===== src/rtl/async_rx_bridge.sv =====
// async_rx_bridge: clocked receiver for a 4-phase bundled-data push channel.
// Synchronises req_in, captures data, completes the handshake, buffers in a FIFO.
module async_rx_bridge #(
  parameter int WIDTH       = 8,
  parameter int DEPTH       = 4,
  parameter int SYNC_STAGES = 2
) (
  input  logic                     clk,
  input  logic                     reset,
  input  logic                     req_in,
  output logic                     ack_out,
  input  logic [WIDTH-1:0]         data_in,
  output logic [WIDTH-1:0]         out_data,
  output logic                     out_valid,
  input  logic                     out_ready,
  output logic [$clog2(DEPTH):0]   count
);

  localparam int AW = $clog2(DEPTH);
  localparam int CW = AW + 1;

  typedef enum logic {
    IDLE,
    ACK
  } state_e;

  state_e                  state_q, state_d;
  logic [SYNC_STAGES-1:0]  sync_q, sync_d;
  logic [AW-1:0]           wptr_q, wptr_d;
  logic [AW-1:0]           rptr_q, rptr_d;
  logic [CW-1:0]           count_q, count_d;
  logic [WIDTH-1:0]        mem_q [DEPTH];
  logic [WIDTH-1:0]        mem_d [DEPTH];

  logic req_s;
  logic full;
  logic push;
  logic pop;

  assign req_s     = sync_q[SYNC_STAGES-1];
  assign full      = (count_q == CW'(DEPTH));
  assign ack_out   = (state_q == ACK);
  assign out_valid = (count_q != '0);
  assign out_data  = mem_q[rptr_q];
  assign count     = count_q;
  assign pop       = out_valid && out_ready;

  // Shift req_in through the synchroniser chain
  always_comb begin
    sync_d = {sync_q[SYNC_STAGES-2:0], req_in};
  end

  // Handshake FSM: capture on request when space, release on request fall
  always_comb begin
    state_d = state_q;
    push    = 1'b0;
    unique case (state_q)
      IDLE: begin
        if (req_s && !full) begin
          push    = 1'b1;
          state_d = ACK;
        end
      end
      ACK: begin
        if (!req_s) begin
          state_d = IDLE;
        end
      end
      default: state_d = IDLE;
    endcase
  end

  // FIFO storage, pointers and occupancy; full/empty decided by count only
  always_comb begin
    mem_d   = mem_q;
    wptr_d  = wptr_q;
    rptr_d  = rptr_q;
    count_d = count_q;
    if (push) begin
      mem_d[wptr_q] = data_in;
      wptr_d        = wptr_q + AW'(1);
    end
    if (pop) begin
      rptr_d = rptr_q + AW'(1);
    end
    unique case ({push, pop})
      2'b10:   count_d = count_q + CW'(1);
      2'b01:   count_d = count_q - CW'(1);
      default: count_d = count_q;
    endcase
  end

  // State register with synchronous reset
  always_ff @(posedge clk) begin
    if (reset) begin
      state_q <= IDLE;
      sync_q  <= '0;
      wptr_q  <= '0;
      rptr_q  <= '0;
      count_q <= '0;
      for (int i = 0; i < DEPTH; i++) begin
        mem_q[i] <= '0;
      end
    end else begin
      state_q <= state_d;
      sync_q  <= sync_d;
      wptr_q  <= wptr_d;
      rptr_q  <= rptr_d;
      count_q <= count_d;
      mem_q   <= mem_d;
    end
  end

endmodule


===== config.mk =====
export PLATFORM = sky130hd
export DESIGN_NAME = async_rx_bridge
export DESIGN_NICKNAME = d
export VERILOG_FILES = /design/src/rtl/async_rx_bridge.sv
export SDC_FILE = /design/constraint.sdc
export NUM_CORES = 1
export LEC_CHECK = 0
export ABC_AREA = 0
export BUFFER_PORTS_ARGS = -buffer_cell sky130_fd_sc_hd__buf_2
export CAP_MARGIN = 20
export CORE_ASPECT_RATIO = 0.5
export CORE_MARGIN = 2
export CORE_UTILIZATION = 42
export CTS_CLUSTER_SIZE = 16
export DETAILED_ROUTE_END_ITERATION = 8
export GPL_TIMING_DRIVEN = 0
export HOLD_SLACK_MARGIN = 0.03
export REMOVE_ABC_BUFFERS = 1
export SYNTH_ARGS = -nofsm -noshare
export SYNTH_HDL_FRONTEND = slang
export SYNTH_SLANG_ARGS = --single-unit
export TNS_END_PERCENT = 20

===== constraint.sdc =====
create_clock -name clk -period 3 [get_ports clk]
set_input_delay 0.45 -clock clk [delete_from_list [all_inputs] [get_ports clk]]
set_output_delay 0.45 -clock clk [all_outputs]
set_load 0.01 [all_outputs]

# After elaboration in Yosys (flattened, before gate mapping)
# Cells that the tools add are included.
# word_totals
word_cells	39
ff_bits	42
n_memories	0
input_bits	12
out_inout_bits	13
romBits	0
mem_bits_rw	0
latchBits	0
# op_classes
shifts	0
muxes	11
bitwise_logic	3
mul	0
order_cmp	3
n_eq_ne	3
add_sub_neg	4
div	0
n_reduce_logical	6
# ops
operator	count
$bwmux W32	1
$mux W8	3
$bmux W8 S2	1
$demux W8 S2	1
$ge A3 B3 Y1 const B	2
$not A2 Y3	2
$pmux W3 S2	1
$add A2 B1 Y2 const B	2
$add A3 B1 Y3 const B	1
$eq A3 B3 Y1 const B	1
$logic_and A1 B1 Y1	3
$lt A3 B1 Y1 const B	1
$mux W1	3
$reduce_bool A3 Y1	1
$sub A3 B1 Y3 const B	1
$eq A2 B1 Y1 const B	1
$eq A2 B2 Y1 const B	1
$pmux W1 S2	1
$reduce_bool A2 Y1	1
$logic_not A1 Y1	1
$not A1 Y1	1

# Longest topological paths before layout
# Gate-level depths: netlist (run 1).
# depth
ltp_word	7
depth_mapped	9
mapped_depth_nobuf	9

# Worst setup path after synthesis (run 1)
# Ideal clock, no wire load.
# synth_path
path_kind	register to register
from	reg count_q[2], in the netlist count[2]
to	reg count_q[2], in the netlist count[2]
required_ns	2.929
setup_slack_ns	0.556
period_less_slack_ns	2.444
path_stages_with_launch	10
t_arrival_ns	2.373
cell_sequence	dfxtp_1 > or3b_4 > and3b_2 > inv_1 > ha_1 > inv_1 > fa_1 > xor2_1 > or3_2 > a21oi_1
# synth_via
elab_chain_cells	7
word_cells_on_any_way	13
classes_between	add/sub: 2; eq/ne: 3; mux: 3; reduce/logical: 5
# synth_rtl
element	line	rtl
start: declaration	31	logic [CW-1:0] count_q, count_d;
start signal: assignment	109	count_q <= count_d;
$eq A3 B3 Y1	41	assign full = (count_q == CW'(DEPTH));
$logic_not A1 Y1	59	if (req_s && !full) begin
$logic_and A1 B1 Y1	59	
$mux W1	59	
$mux W1	57	unique case (state_q)
$eq A2 B1 Y1 or $eq A2 B2 Y1 (tied branches)	86	unique case ({push, pop})
$pmux W3 S2 or $reduce_bool A2 Y1 (tied branches)	n/a	
# Parallel ways exist; a longest one is shown, timed or not.
# A chain may end at the register's enable or synchronous reset.

# Final worst setup path (run 1)
# Ends and elaborated chain as after synthesis.

==> results of run 1 <==
[power by group]
group	switching [mW]	internal [mW]
sequential	0.0517	0.581
combinational	0.0890	0.111
clock	0.197	0.247
[stage by stage]
stage / power (mW) / hold slack, ns / setup slack, ns / utilization
after global placement: 0.848 / 0.421 / 0.501 / 0.474
after global routing: 1.35 / 0.380 / 0.338 / 0.499
after CTS: 1.30 / 0.361 / 0.442 / 0.499
after floorplan: 0.781 / 0.414 / 0.557 / -
final: 1.28 / 0.365 / 0.463 / 0.499
after detailed placement: 0.851 / 0.433 / 0.477 / 0.474
[worst max-delay path, cell delays in order, from the launching register on]
cell	delay [ns]
dfxtp_1	0.43
or3b_4	0.45
and3b_2	0.25
inv_1	0.06
ha_1	0.17
inv_1	0.06
fa_1	0.37
xor2_1	0.15
or3_2	0.40
a21oi_1	0.14
[worst paths after layout]
kind | start | end | slack, ns | cells after the start
hold reg to reg | sync_q[0] | sync_q[1] | 0.44 | 1
setup / recovery | count[2] | count[2] | 0.46 | 9
hold / removal | req_in | sync_q[0] | 0.37 | 2
setup reg to reg | count[2] | count[2] | 0.46 | 9
[kinds of logic (layout without fill, tap and decap cells)]
family / Yosys count / in the layout / synth area share
adders and majority gates: 6 / 6 / 0.0416
buffers and inverters: 17 / 38 / 0.0422
xor gates and xnor gates: 4 / 4 / 0.0176
and+or+nand+nor: 61 / 61 / 0.194
AOI/OAI and AO/OA: 5 / 5 / 0.0170
muxes: 42 / 42 / 0.264
DFF: 42 / 42 / 0.423
[synthesized netlist by cell type]
| cell | instances |
|---|---|
| dfxtp_1 | 42 |
| ha_1 | 5 |
| mux2_4 | 1 |
| clkbuf_1 | 6 |
| buf_2 | 1 |
| xnor2_1 | 1 |
| o311ai_0 | 1 |
| nand2b_1 | 42 |
| and3b_2 | 1 |
| or3b_4 | 1 |
| xor2_1 | 3 |
| or3_2 | 2 |
| a21oi_1 | 2 |
| mux4_2 | 8 |
| nor2_1 | 8 |
| nor2b_1 | 2 |
| o21ai_0 | 1 |
| nor3b_1 | 1 |
| fa_1 | 1 |
| mux2i_1 | 33 |
| buf_4 | 3 |
| inv_1 | 6 |
| o31a_2 | 1 |
| buf_6 | 1 |
| and4b_1 | 1 |
| nand4b_1 | 3 |
[registers in the layout, indices dropped and copies added (netlist names)]
register / count
rptr_q: 2
mem_q: 32
wptr_q: 2
ack_out: 1
sync_q: 2
count: 3
[metal layers]
layer,wire [microns],global-route usage,vias up
li1,-,-,642
met1,1760,0.192,610
met2,1640,0.253,14
met3,123,0.0413,5
met4,40,0.0541,0
met5,0,0,-
[final cells by class]
class / instances / area (sq um) / area share
repair buffers: 24 / 120 / 0.0538
clock buffers: 5 / 68.8 / 0.0308
flip-flops and latches: 42 / 841 / 0.377
well taps: 57 / 71.3 / 0.0320
clock inverters: 3 / 45.0 / 0.0202
multi-input cells: 118 / 1060 / 0.476
inverters: 6 / 22.5 / 0.0101
==> metrics.md, run 1 <==
| Metric | Value |
|---|---|
| Critical Path RT | between 3 and 4 ns |
| Ports | 25 |
| DR vias/cell | 4.98 |
| Post-Syn Instances | 177 |
| DP Cell Count | about 250 |
| Vias | around 1,300 |
| Post-CTS Hold Fix Bufs | 0 |
| H-tree depth | 2 |
| Slew Viols, Final | 0 |
| Die width | approximately 100 microns |
| PD cells | approximately 570 mW/mm^2 |
| Max Root-Sink Buffers | 2 |
| Yosys reg bits | 42 |
| # Max-Cap Violations | 0 |
| # resized after CTS | 0 |
| Area of the die | 0.00533 sq mm |
| Layout cells sized above 1 | 0.232 |
| Setup-failing EPs final | 0 |
| Number of buffers created by CTS | 5 |
| Register area share after synthesis | 0.423 |
| Final setup TNS | 0 ns |
| Synth area leader | dfxtp_1 |
| Core Area | between 0.004 and 0.005 sq mm |
| Layout filler cell count | around 420 |
| Drt initial violations | 36 |
| Initial antenna violation count | 0 |
| DP Area | between 0.002 and 0.0025 sq mm |
| Non-Filler Instances | 255 |
| Worst Skew | around 0.0070 ns |
| Slew @ Worst Pin | 0.694 ns |
| Global route overflow | 0 |
| Final Hold Viols | 0 |
| Total Routing Usage GR | 0.152 |
| Post CTS Setup Buffer Count | 0 |
| Routed Antenna Nets | 0 |
| Synth cell types | 26 |
| Post-route clock period utilization | 0.846 |
| Largest net degree at the start of global routing | 53 |
| Worst hold-check path type | in -> reg |
| Clk_lat worst skew | around 0.29 ns |
| DRT Pass-1 Iters | 4 |
| Maximum fanout along the worst path | 7 |
| Die H | between 50 and 60 microns |
| Initial Utilization | 0.445 |
| # clock sinks | 42 |
| FP Rows | 17 |
| GPL Wtd Cong | between 0.6 and 0.7 |
| Largest cells by area after synthesis | dfxtp_1, mux2i_1, nand2b_1, mux4_2, ha_1 |
| Synth warn | 0 |
| Fmax | between 300 and 400 MHz |
| Root Driver | clkbuf_8 |
| Synth-to-Final Area Change | 12.3% |
| PortBufs | 24 |
| Avg Cell Area, Syn | around 11 sq um |
| Top cell type's share of synthesized area | 0.423 |
| CP Launch Type | flip-flop |
| DPL Wire Length | roughly 2400 microns |
| Minimum clock period | between 2 and 3 ns |
| Most frequent cells in the layout | nand2b_1, dfxtp_1, mux2i_1 |
| RSZ-0062 raised after global routing | false |
| Status | complete, no violations |
| Final instance area | about 0.0022 sq mm |
| Leak Pwr | 0.991 nW |
| Global-route wire length before repair | between 5000 and 6000 microns |
| Clk slew on worst S/H paths | ~0.080 ns |
| Max-slew headroom | 0.535 |
| Peak VDD IR | between 0.2 and 0.3 mV |
| CTS tree | built |
| Drt wl/cell | around 14 microns |
| Worst Setup End Kind | flip-flop |
| Ant diodes | 0 |
| Layout Nets | around 220 |
| Synthesized area | ~0.002 sq mm |
| CP Class | reg -> reg |
| WL final | ~3600 microns |
| Worst EP arrival | about 2.8 ns |
| Number of global-route vias before repair | 1,231 |
| DRC | 0 |
Note: power is estimated with default switching activity, not from simulation.
==> inputs of run 2 (changes only) <==
Clock period 3 ns to 2.1 ns, I/O delays scaled along.
==> run 2 against run 1 <==
Effect of this change:
- the run now ends with setup timing left
- maximum frequency rose by 15%
- critical path depth stayed put
- sequential share of layout area shrank 0.76 points
- register-to-register slack lost 0.56 ns
- total power increased by 49%
- cell count up 2.0%
- sequential cell count unchanged
- combinational power increased by 82%
- core utilization increased by 1.8 points
- sequential power is 42% higher
==> metrics.md, run 2 (synthesis results as in run 1) <==
| Metric | Value |
|---|---|
| Status | finished with violations |
| Failing checks | setup timing |
| Largest Register | mem_q |
| Peak VDD IR | 0.408 mV (+43%) |
| Slew Viols, Final | 0 (unchanged) |
| FP Rows | 17 (unchanged) |
| Worst Skew | 0.00703 ns (+0.0000263 ns) |
| Clk slew on worst S/H paths | 0.08 ns (about the same) |
| Final setup TNS | -0.100 ns (-0.100 ns) |
| Critical path's slowest cell | dfxtp_4 |
| # clock sinks | 42 (unchanged) |
| Die H | 52.6 microns (unchanged) |
| Fmax | 455 MHz (+15%) |
| Root Driver | clkbuf_8 |
| DPL Wire Length | 2380 microns (unchanged) |
| Global-route wire length before repair | 6050 microns (+2.0%) |
| DRC | 0 (unchanged) |
| Maximum fanout along the worst path | 7 (unchanged) |
| Slew @ Worst Pin | 0.711 ns (+0.0166 ns) |
| Final core occ | 0.517 (+0.0179) |
| Max-slew headroom | 0.526 (-0.00859) |
| Minimum clock period | 2.20 ns (-0.337 ns) |
| CP Launch Type | flip-flop |
| Die width | 101 microns (unchanged) |
| Layout cells sized above 1 | 0.300 (+0.0682) |
| Routed Antenna Nets | 0 (unchanged) |
| CTS tree | built |
| H-tree depth | 2 (unchanged) |
| Worst hold-check path type | in -> reg |
| Setup-failing EPs final | 1 (+1) |
| Critical Path, Cell by Cell | or3b_4 > and3b_2 > inv_2 > ha_4 > inv_2 > fa_2 > xor2_2 > or3_4 > a21oi_2 |
| # Max-Cap Violations | 0 (unchanged) |
| Global route overflow | 0 (unchanged) |
| Layout Nets | 220 (+2.3%) |
| PD cells | 822 mW/mm^2 (+44%) |
| DR vias/cell | 4.93 (-1.0%) |
| Largest net degree at the start of global routing | 53 (unchanged) |
| Leak Pwr | 1.02 nW (+3.3%) |
| PortBufs | 24 (unchanged) |
| WHS | 0.231 ns (-0.134 ns) |
| CP Class | reg -> reg |
| Worst Setup End Kind | flip-flop |
| Area of the die | 0.00533 sq mm (unchanged) |
| Total Routing Usage GR | 0.154 (+0.00205) |
| Max Root-Sink Buffers | 2 (unchanged) |
| Number of buffers created by CTS | 5 (unchanged) |
| Final Hold Viols | 0 (unchanged) |
| Most frequent cells in the layout | nand2b_1, dfxtp_1, mux2i_1 |
| Post-route setup slack | -0.100 ns (-0.563 ns) |
| Vias | 1,283 (+0.94%) |
| WL final | 3690 microns (+3.5%) |
| Initial antenna violation count | 0 (unchanged) |
| Ant diodes | 0 (unchanged) |
| Worst EP arrival | 2.42 ns (-0.34 ns) |
| Drt wl/cell | 14.2 microns (+1.5%) |
| Largest stage delay, worst path | 0.37 ns (-0.08 ns) |
| Most common cell after layout, fill and taps aside | nand2b_1 |
| Largest register FFs | 32 (unchanged) |
| Ports | 25 (unchanged) |
| Crit-path leading delay family | simple AND/OR/NAND/NOR gates |
| Number of global-route vias before repair | 1,275 (+3.6%) |
| Cell mode on critical path | inv_2 |
| Core Area | 0.00447 sq mm (unchanged) |
| Initial Utilization | 0.445 (unchanged) |
| Synth-to-Final Area Change | 16.3% |
| Drt initial violations | 36 (unchanged) |
| Post-route clock period utilization | 1.05 (+0.202) |
| Buf/Inv on CP | 2 (unchanged) |
| Critical Path RT | 2.32 ns (-0.90 ns) |
| GPL Wtd Cong | 0.699 (unchanged) |
| RSZ-0062 raised after global routing | true |
| DRT Pass-1 Iters | 4 (unchanged) |
| Clk_lat worst skew | 0.29 ns (about the same) |
run 2: cell count changes in the layout (fill, tap and decap cells not counted), moves of 2 or more:
cell,previous run,this run
buf_4,0,5
inv_2,0,2
dfxtp_4,0,3
dfxtp_1,42,38
inv_1,6,4
run 2: path summary, 6_finish.rpt:
kind	from	to	slack (ns)	cells after the start
min	req_in	sync_q[0]	0.23	2
max reg2reg	count[1]	count[2]	-0.10	9
max	count[1]	count[2]	-0.10	9
min reg2reg	sync_q[0]	sync_q[1]	0.44	1
run 2: through the flow:
stage	setup WS [ns]	cell area [sq um]	total power, mW	cells
after CTS	-0.103	2300	1.92	260
after global routing	-0.170	2310	2.00	260
after detailed placement	-0.423	2120	1.22	247
after floorplan	-0.343	1930	1.12	166
after global placement	-0.399	2120	1.21	247
final	-0.100	2310	1.90	260
run 2: metal layers:
| metal | vias up | track usage | share of wire |
|---|---|---|---|
| met1 | 614 | 0.190 | 0.48 |
| met5 | - | 0 | 0 |
| li1 | 650 | - | - |
| met4 | 0 | 0.0541 | 0.011 |
| met2 | 14 | 0.263 | 0.47 |
| met3 | 5 | 0.0413 | 0.033 |
run 2: report_power, final:
part,leakage (nW),internal [mW],switching [mW],total (mW)
combinational,0.631,0.202,0.163,0.365
sequential,0.342,0.839,0.0626,0.902
clock,0.0504,0.353,0.280,0.633
total,1.02,1.40,0.505,1.90
run 2: cell type report:
class | count | area (sq um)
flip-flops and latches | 42 | 853
clock buffers | 5 | 68.8
inverters | 6 | 22.5
multi-input cells | 118 | 1090
clock inverters | 3 | 45.0
well taps | 57 | 71.3
repair buffers | 29 | 158
fillers | 409 | 2160
run 2: repair_timing:
action / 4_1_cts / 5_1_grt
endpoints found under the setup margin: 9 / 2
hold buffers: 0 / 0
cloned: 0 / 0
buffers inserted: 5 / 0
resized for setup: 13 / 2
pin swaps: 4 / 3
